==> config.mk <==
export PLATFORM = sky130hd
export DESIGN_NAME = xseq_streamer_flat
export DESIGN_NICKNAME = d
export VERILOG_FILES = /design/src/rtl/xseq_pkg.sv /design/src/rtl/xseq_streamer_if.sv /design/src/rtl/xseq_unpack.sv /design/src/rtl/xseq_streamer.sv /design/src/flat_wrapper.sv
export SDC_FILE = /design/constraint.sdc
export NUM_CORES = 1
export LEC_CHECK = 0
export BUFFER_PORTS_ARGS = -buffer_cell sky130_fd_sc_hd__buf_2
export CAP_MARGIN = 20
export CORE_MARGIN = 10
export CORE_UTILIZATION = 57
export DETAILED_ROUTE_END_ITERATION = 10
export PLACE_DENSITY = 0.77
export RECOVER_POWER = 50
export REMOVE_ABC_BUFFERS = 1
export SKIP_LAST_GASP = 1
export SLEW_MARGIN = 20
export SYNTH_ARGS = -nofsm -noshare
export SYNTH_HDL_FRONTEND = slang
export SYNTH_SLANG_ARGS = --single-unit
==> constraint.sdc <==
create_clock -name clk -period 3.6 [get_ports clk]
set_clock_uncertainty 0.1 [all_clocks]
set_input_delay 0.18 -clock clk [delete_from_list [all_inputs] [get_ports clk]]
set_output_delay 0.18 -clock clk [all_outputs]
set_load 0.05 [all_outputs]
==> src/rtl/xseq_pkg.sv <==
// Shared widths, base codes and FSM encoding for the sequence streamer.
package xseq_pkg;

  localparam int unsigned WORD_W         = 24;
  localparam int unsigned BASE_W         = 2;
  localparam int unsigned ADDR_W         = 10;
  localparam int unsigned LEN_W          = 16;
  localparam int unsigned BASES_PER_WORD = WORD_W / BASE_W;
  localparam int unsigned IDX_W          = $clog2(BASES_PER_WORD);

  localparam logic [BASE_W-1:0] BASE_A = 2'b00;
  localparam logic [BASE_W-1:0] BASE_C = 2'b01;
  localparam logic [BASE_W-1:0] BASE_G = 2'b10;
  localparam logic [BASE_W-1:0] BASE_T = 2'b11;

  typedef enum logic [2:0] {
    S_IDLE,
    S_FETCH,
    S_WAIT,
    S_STREAM,
    S_DONE
  } state_t;

endpackage

==> src/rtl/xseq_streamer_if.sv <==
// Control, memory-read and base-stream signals of the sequence streamer.
interface xseq_streamer_if;
  import xseq_pkg::*;

  logic                start;
  logic [ADDR_W-1:0]   base_addr;
  logic [LEN_W-1:0]    seq_len;
  logic                mem_rd_en;
  logic [ADDR_W-1:0]   mem_addr;
  logic [WORD_W-1:0]   mem_rdata;
  logic [BASE_W-1:0]   base_out;
  logic                base_valid;
  logic                base_ready;
  logic                base_last;
  logic                busy;
  logic                done;

  // streamer side
  modport master (
    input  start, base_addr, seq_len, mem_rdata, base_ready,
    output mem_rd_en, mem_addr, base_out, base_valid, base_last, busy, done
  );

  // memory/array/controller side
  modport slave (
    output start, base_addr, seq_len, mem_rdata, base_ready,
    input  mem_rd_en, mem_addr, base_out, base_valid, base_last, busy, done
  );

endinterface

==> src/rtl/xseq_unpack.sv <==
// Word shift register, base index and one-word prefetch buffer.
module xseq_unpack
  import xseq_pkg::*;
(
  input  logic              clk_i,
  input  logic              rst_i,
  input  logic              clr_i,
  input  logic              load_i,
  input  logic              fill_i,
  input  logic              adv_i,
  input  logic [WORD_W-1:0] rdata_i,
  output logic [BASE_W-1:0] base_o,
  output logic              cur_vld_o,
  output logic              buf_vld_o,
  output logic [IDX_W-1:0]  idx_o
);

  localparam logic [IDX_W-1:0] LAST_IDX = IDX_W'(BASES_PER_WORD - 1);

  logic [WORD_W-1:0] sh_q, sh_d;
  logic [WORD_W-1:0] buf_q, buf_d;
  logic [IDX_W-1:0]  idx_q, idx_d;
  logic              cur_vld_q, cur_vld_d;
  logic              buf_vld_q, buf_vld_d;

  // Next state: direct load, word-boundary swap from buffer, shift, or buffer fill.
  always_comb begin
    sh_d      = sh_q;
    buf_d     = buf_q;
    idx_d     = idx_q;
    cur_vld_d = cur_vld_q;
    buf_vld_d = buf_vld_q;
    if (clr_i) begin
      sh_d      = '0;
      buf_d     = '0;
      idx_d     = '0;
      cur_vld_d = 1'b0;
      buf_vld_d = 1'b0;
    end else if (load_i) begin
      sh_d      = rdata_i;
      idx_d     = '0;
      cur_vld_d = 1'b1;
    end else if (adv_i && (idx_q == LAST_IDX)) begin
      // Last base of the word leaves: swap in the buffer, or the word landing
      // this very edge, otherwise starve until the pending read returns.
      idx_d = '0;
      if (buf_vld_q) begin
        sh_d      = buf_q;
        buf_vld_d = 1'b0;
      end else if (fill_i) begin
        sh_d = rdata_i;
      end else begin
        cur_vld_d = 1'b0;
      end
    end else begin
      if (adv_i) begin
        sh_d  = {BASE_A, sh_q[WORD_W-1:BASE_W]};
        idx_d = idx_q + IDX_W'(1);
      end
      if (fill_i) begin
        if (!cur_vld_q) begin
          sh_d      = rdata_i;
          idx_d     = '0;
          cur_vld_d = 1'b1;
        end else begin
          buf_d     = rdata_i;
          buf_vld_d = 1'b1;
        end
      end
    end
  end

  // State registers.
  always_ff @(posedge clk_i) begin
    if (rst_i) begin
      sh_q      <= '0;
      buf_q     <= '0;
      idx_q     <= '0;
      cur_vld_q <= 1'b0;
      buf_vld_q <= 1'b0;
    end else begin
      sh_q      <= sh_d;
      buf_q     <= buf_d;
      idx_q     <= idx_d;
      cur_vld_q <= cur_vld_d;
      buf_vld_q <= buf_vld_d;
    end
  end

  assign base_o    = sh_q[BASE_W-1:0];
  assign cur_vld_o = cur_vld_q;
  assign buf_vld_o = buf_vld_q;
  assign idx_o     = idx_q;

endmodule

==> src/rtl/xseq_streamer.sv <==
// Streams packed sequence words from memory to the array, one base per cycle.
module xseq_streamer
  import xseq_pkg::*;
(
  input  logic            clk,
  input  logic            rst,
  xseq_streamer_if.master bus
);

  state_t            state_q;
  logic [LEN_W-1:0]  rem_q;
  logic [ADDR_W-1:0] addr_q;
  logic              rd_en_q;
  logic              pend_q;
  logic              busy_q;
  logic              done_q;

  logic [BASE_W-1:0] base;
  logic              cur_vld;
  logic              buf_vld;
  logic [IDX_W-1:0]  idx;
  logic              xfer, final_xfer, need_more, issue, load, fill;

  // Handshake and prefetch decisions from registered state.
  always_comb begin
    xfer       = cur_vld && bus.base_ready;
    final_xfer = (state_q == S_STREAM) && xfer && (rem_q == LEN_W'(1));
    // More bases remain than the current word still holds -> another word is needed.
    need_more  = rem_q > (LEN_W'(BASES_PER_WORD) - LEN_W'(idx));
    issue      = (state_q == S_STREAM) && need_more && !rd_en_q && !pend_q && !buf_vld;
    load       = (state_q == S_WAIT);
    fill       = (state_q == S_STREAM) && pend_q;
  end

  xseq_unpack u_unpack (
    .clk_i     (clk),
    .rst_i     (rst),
    .clr_i     (final_xfer),
    .load_i    (load),
    .fill_i    (fill),
    .adv_i     (xfer),
    .rdata_i   (bus.mem_rdata),
    .base_o    (base),
    .cur_vld_o (cur_vld),
    .buf_vld_o (buf_vld),
    .idx_o     (idx)
  );

  // Sequencing FSM with registered read strobe, address, busy and done.
  always_ff @(posedge clk) begin
    if (rst) begin
      state_q <= S_IDLE;
      rem_q   <= '0;
      addr_q  <= '0;
      rd_en_q <= 1'b0;
      pend_q  <= 1'b0;
      busy_q  <= 1'b0;
      done_q  <= 1'b0;
    end else begin
      rd_en_q <= 1'b0;
      done_q  <= 1'b0;
      pend_q  <= rd_en_q;
      case (state_q)
        S_IDLE: begin
          if (bus.start) begin
            if (bus.seq_len != '0) begin
              state_q <= S_FETCH;
              rem_q   <= bus.seq_len;
              addr_q  <= bus.base_addr;
              rd_en_q <= 1'b1;
              busy_q  <= 1'b1;
            end else begin
              state_q <= S_DONE;
              done_q  <= 1'b1;
            end
          end
        end
        S_FETCH: state_q <= S_WAIT;
        S_WAIT:  state_q <= S_STREAM;
        S_STREAM: begin
          if (xfer) begin
            rem_q <= rem_q - LEN_W'(1);
          end
          if (final_xfer) begin
            state_q <= S_DONE;
            busy_q  <= 1'b0;
            done_q  <= 1'b1;
          end
          if (issue) begin
            rd_en_q <= 1'b1;
            addr_q  <= addr_q + ADDR_W'(1);
          end
        end
        S_DONE:  state_q <= S_IDLE;
        default: state_q <= S_IDLE;
      endcase
    end
  end

  assign bus.mem_rd_en  = rd_en_q;
  assign bus.mem_addr   = addr_q;
  assign bus.base_out   = base;
  assign bus.base_valid = cur_vld;
  assign bus.base_last  = cur_vld && (rem_q == LEN_W'(1));
  assign bus.busy       = busy_q;
  assign bus.done       = done_q;

endmodule

==> src/flat_wrapper.sv <==
// flat-port wrapper written by rule: the top's interface ports become plain ports
module xseq_streamer_flat import xseq_pkg::*;
  (clk, rst, bus_start, bus_base_addr, bus_seq_len, bus_mem_rdata, bus_base_ready, bus_mem_rd_en, bus_mem_addr, bus_base_out, bus_base_valid, bus_base_last, bus_busy, bus_done);
  xseq_streamer_if bus_i ();
  input  logic clk;
  input  logic rst;
  input wire logic [$bits(bus_i.start)-1:0] bus_start;
  input wire logic [$bits(bus_i.base_addr)-1:0] bus_base_addr;
  input wire logic [$bits(bus_i.seq_len)-1:0] bus_seq_len;
  input wire logic [$bits(bus_i.mem_rdata)-1:0] bus_mem_rdata;
  input wire logic [$bits(bus_i.base_ready)-1:0] bus_base_ready;
  output wire logic [$bits(bus_i.mem_rd_en)-1:0] bus_mem_rd_en;
  output wire logic [$bits(bus_i.mem_addr)-1:0] bus_mem_addr;
  output wire logic [$bits(bus_i.base_out)-1:0] bus_base_out;
  output wire logic [$bits(bus_i.base_valid)-1:0] bus_base_valid;
  output wire logic [$bits(bus_i.base_last)-1:0] bus_base_last;
  output wire logic [$bits(bus_i.busy)-1:0] bus_busy;
  output wire logic [$bits(bus_i.done)-1:0] bus_done;
  assign bus_i.start = bus_start;
  assign bus_i.base_addr = bus_base_addr;
  assign bus_i.seq_len = bus_seq_len;
  assign bus_i.mem_rdata = bus_mem_rdata;
  assign bus_i.base_ready = bus_base_ready;
  assign bus_mem_rd_en = bus_i.mem_rd_en;
  assign bus_mem_addr = bus_i.mem_addr;
  assign bus_base_out = bus_i.base_out;
  assign bus_base_valid = bus_i.base_valid;
  assign bus_base_last = bus_i.base_last;
  assign bus_busy = bus_i.busy;
  assign bus_done = bus_i.done;
  xseq_streamer u_core (.clk(clk), .rst(rst), .bus(bus_i));
endmodule
==> summary.txt <==
Critical path
  – Crit path max fanout: 25
  – Critical path, cell by cell: or4_1, nor4_1, clkbuf_1, a31o_1, clkbuf_1, nor2_1
  – Worst Path Arrival: 3.35 ns
  – R2R setup slack: roughly 0.38 ns
  – CP dominant cell by count: clkbuf_1
  – Crit path kind: reg -> reg
  – Slowest cell on crit path: a31o_1
  – Critical Path End Type: register
  – RR Endpoint: u_core.u_unpack.sh_q[17]
  – Startpoint types: register
  – Worst r2r src: u_core.rem_q[12]
  – Cells on worst reg2reg path: 6
  – Max incr delay on CP: 0.80 ns
  – WP data required: 3.73 ns

Logic synthesis
  – Register area share after synthesis: 0.363
  – Async set or reset register ratio after synthesis: 0
  – Most frequent cell after synthesis: dfxtp_1
  – Cells after Synth: 610
  – Largest cells by area after synthesis: dfxtp_1, nand2_1, a21oi_1, ha_1, nor2_1
  – Post-Syn Area: 4800 um^2
  – Largest area contributor in the netlist: dfxtp_1
  – Yosys Warn Count: 0
  – Commonest cells in the netlist: dfxtp_1, nand2_1, a21oi_1
  – Unique masters post-synth: between 60 and 70
  – Share of the synthesized area in the top cell type: 0.363
  – EDFF count, synth: 0
  – Flops & latches, synth: 87
  – Avg Cell Area, Syn: 7.87 um^2
  – Most common flop cell mapped by yosys: dfxtp_1

Route
  – Vias: 4835
  – Final antenna-violating net count: 0
  – Avg WL per Cell: 16.3 um
  – Drt total wl: 13.0 mm
  – Vias/cell: 6.06
  – DRT iter0 DRCs: 250
  – DRC viols: 0
  – Drt first pass iters: 7

CTS
  – Worst skew pair latency: 0.36 ns
  – Clock Sinks: 87
  – Number of CTS-inserted buffers: 9
  – CTS tree: done
  – CTS root buffer: clkbuf_8
  – CTS clk-pin slew, worst paths: approximately 0.090 ns
  – Resized Gates After CTS: 0
  – H-tree Lvls: 3
  – Clk buf depth: 2

Timing
  – Max Transition Viols Final: 0
  – Setup TNS: 0 ns
  – Fmax achieved: just over 300 MHz
  – Final setup vio count: 0
  – RSZ-0062 raised after global routing: no
  – Final WS setup: about 0.38 ns
  – Min cycle time layout: 3.22 ns
  – Worst-margin pin slew: 0.921 ns
  – Minimum hold slack: roughly 0.087 ns
  – Final Hold Fails: 0
  – Headroom to the max-slew limit: 0.386
  – Fin crit share: 0.895

Placement
  – Hpwl dp: 8.87 mm
  – Setup WS pre-CTS: 0.272 ns
  – I/O Buffers: 70
  – Final GP Congestion: 0.876

Power
  – Total leakage power: 2.14 nW
  – Worst vdd ir: 233 uV
  – Pwr Total: 0.00237 W
  – Pwr dens: between 400 and 500 nW/um^2

Floorplan
  – Die height: ~110 um
  – Die area: about 12000 um^2
  – Rows: 33
  – Core ar.: 8220 um^2
  – Num ports: between 70 and 80
  – Die Span X: approximately 110 um
  – Initial core utilization: 0.584

Cells and area
  – N_diodes: 0
  – Nets: 764
  – Area grow syn2layout: 17.4%
  – Share of cells above drive strength 1: 0.126

GRT
  – First-pass GRT wire length: ~22 mm
  – Largest net degree at the start of global routing: 57
  – Vias in the first global route: between 4000 and 5000
  – Initial antenna violation count: 0
  – GRT Residual Overflow: 0
  – GR Util All Layers: 0.202

Run
  – Number of max-cap violations: 0

Worst hold path
  – WHS Endpoint: u_core.bus.mem_addr[9]
  – Hold Startpoint: bus_base_addr[9]
  – Min-Delay Path Depth: 5
  – HP Class: in -> reg

Status
  – Status: finished clean
[stage by stage]
step	instance area, um^2	util	std cells
floorplan	4610	-	567
global placement	5210	0.634	757
detailed placement	5210	0.634	757
CTS	5670	0.691	797
global route	5640	0.686	798
finish	5640	0.686	798
[cells in the final DEF, fill, tap and decap left out, types with 5 or more instances in the layout]
master	count
dfxtp_1	87
nand2_1	83
a21oi_1	62
nor2_1	55
buf_2	53
o21ai_0	36
inv_1	27
dlygate4sd3_1	25
ha_1	21
clkbuf_1	20
o22a_1	17
nor3_1	16
a22oi_1	16
a222oi_1	14
buf_4	13
o21a_1	11
nor4_1	10
nand4_1	9
a31oi_1	9
clkbuf_8	9
nand3_1	8
a21o_1	8
nor3b_1	5
o41ai_1	5
[kinds of logic after synthesis]
family                     after synthesis  share of synthesized area
xor gates and xnor gates                 6                     0.0109
muxes                                    2                    0.00417
buffers and inverters                   70                     0.0613
DFF                                     87                      0.363
AOI/OAI and AO/OA                      213                      0.303
and+or+nand+nor                        211                      0.203
adders and majority gates               21                     0.0547
[registers in the layout, indices dropped and copies added (netlist names)]
register,cells
u_core.u_unpack.buf_q,24
u_core.pend_q,1
u_core.bus.done,1
u_core.state_q,3
u_core.u_unpack.sh_q,24
u_core.u_unpack.cur_vld_o,1
u_core.bus.mem_rd_en,1
u_core.u_unpack.idx_o,4
u_core.rem_q,16
u_core.bus.mem_addr,10
u_core.u_unpack.buf_vld_o,1
u_core.bus.busy,1
[routing by layer]
layer,global-route usage,up-vias,share of wire
li1,-,2408,-
met1,0.259,2237,0.45
met2,0.326,177,0.47
met3,0.0515,13,0.076
met4,0.0557,0,0.011
met5,0,-,0
[where the power goes]
| group | switching, W | internal, W |
|---|---|---|
| Sequential | 0.0000630 | 0.00102 |
| Combinational | 0.000320 | 0.000213 |
| Clock | 0.000366 | 0.000393 |
[final cells by class]
cell class              instances  area [um^2]
repair buffers                111          688
clock inverters                 6         93.8
flip-flops and latches         87         1740
fillers                       731         2580
clock buffers                   9          124
well taps                     105          131
inverters                      27          101
multi-input cells             453         2760
[worst max-delay path, delay by kind of cell (launching register included)]
family / cells / cell delay [ns]
and+or+nand+nor: 3 / 0.99
buffers and inverters: 2 / 0.80
AOI/OAI and AO/OA: 1 / 0.80
DFF: 1 / 0.39
[worst max-delay path by stage]
stage | start | end | slack (ns) | cells after the start
2_1_floorplan | u_core.state_q[1] | u_core.bus.mem_addr[7] | 0.21 | 6
3_3_place_gp | u_core.u_unpack.idx_o[0] | u_core.bus.mem_addr[5] | 0.56 | 11
3_5_place_dp | u_core.u_unpack.idx_o[0] | u_core.bus.mem_addr[7] | 0.27 | 10
4_1_cts | u_core.u_unpack.idx_o[0] | u_core.bus.mem_addr[7] | 0.28 | 10
5_1_grt | u_core.rem_q[12] | u_core.u_unpack.sh_q[21] | 0.15 | 6
6_report | u_core.rem_q[12] | u_core.u_unpack.sh_q[17] | 0.38 | 6
[timing repair]
item,in CTS,in global routing
endpoints found under the hold margin,25,0
setup buffers,0,1
hold buffers,25,0
setup endpoints to repair,0,2
(Power assumes the default switching activity.)
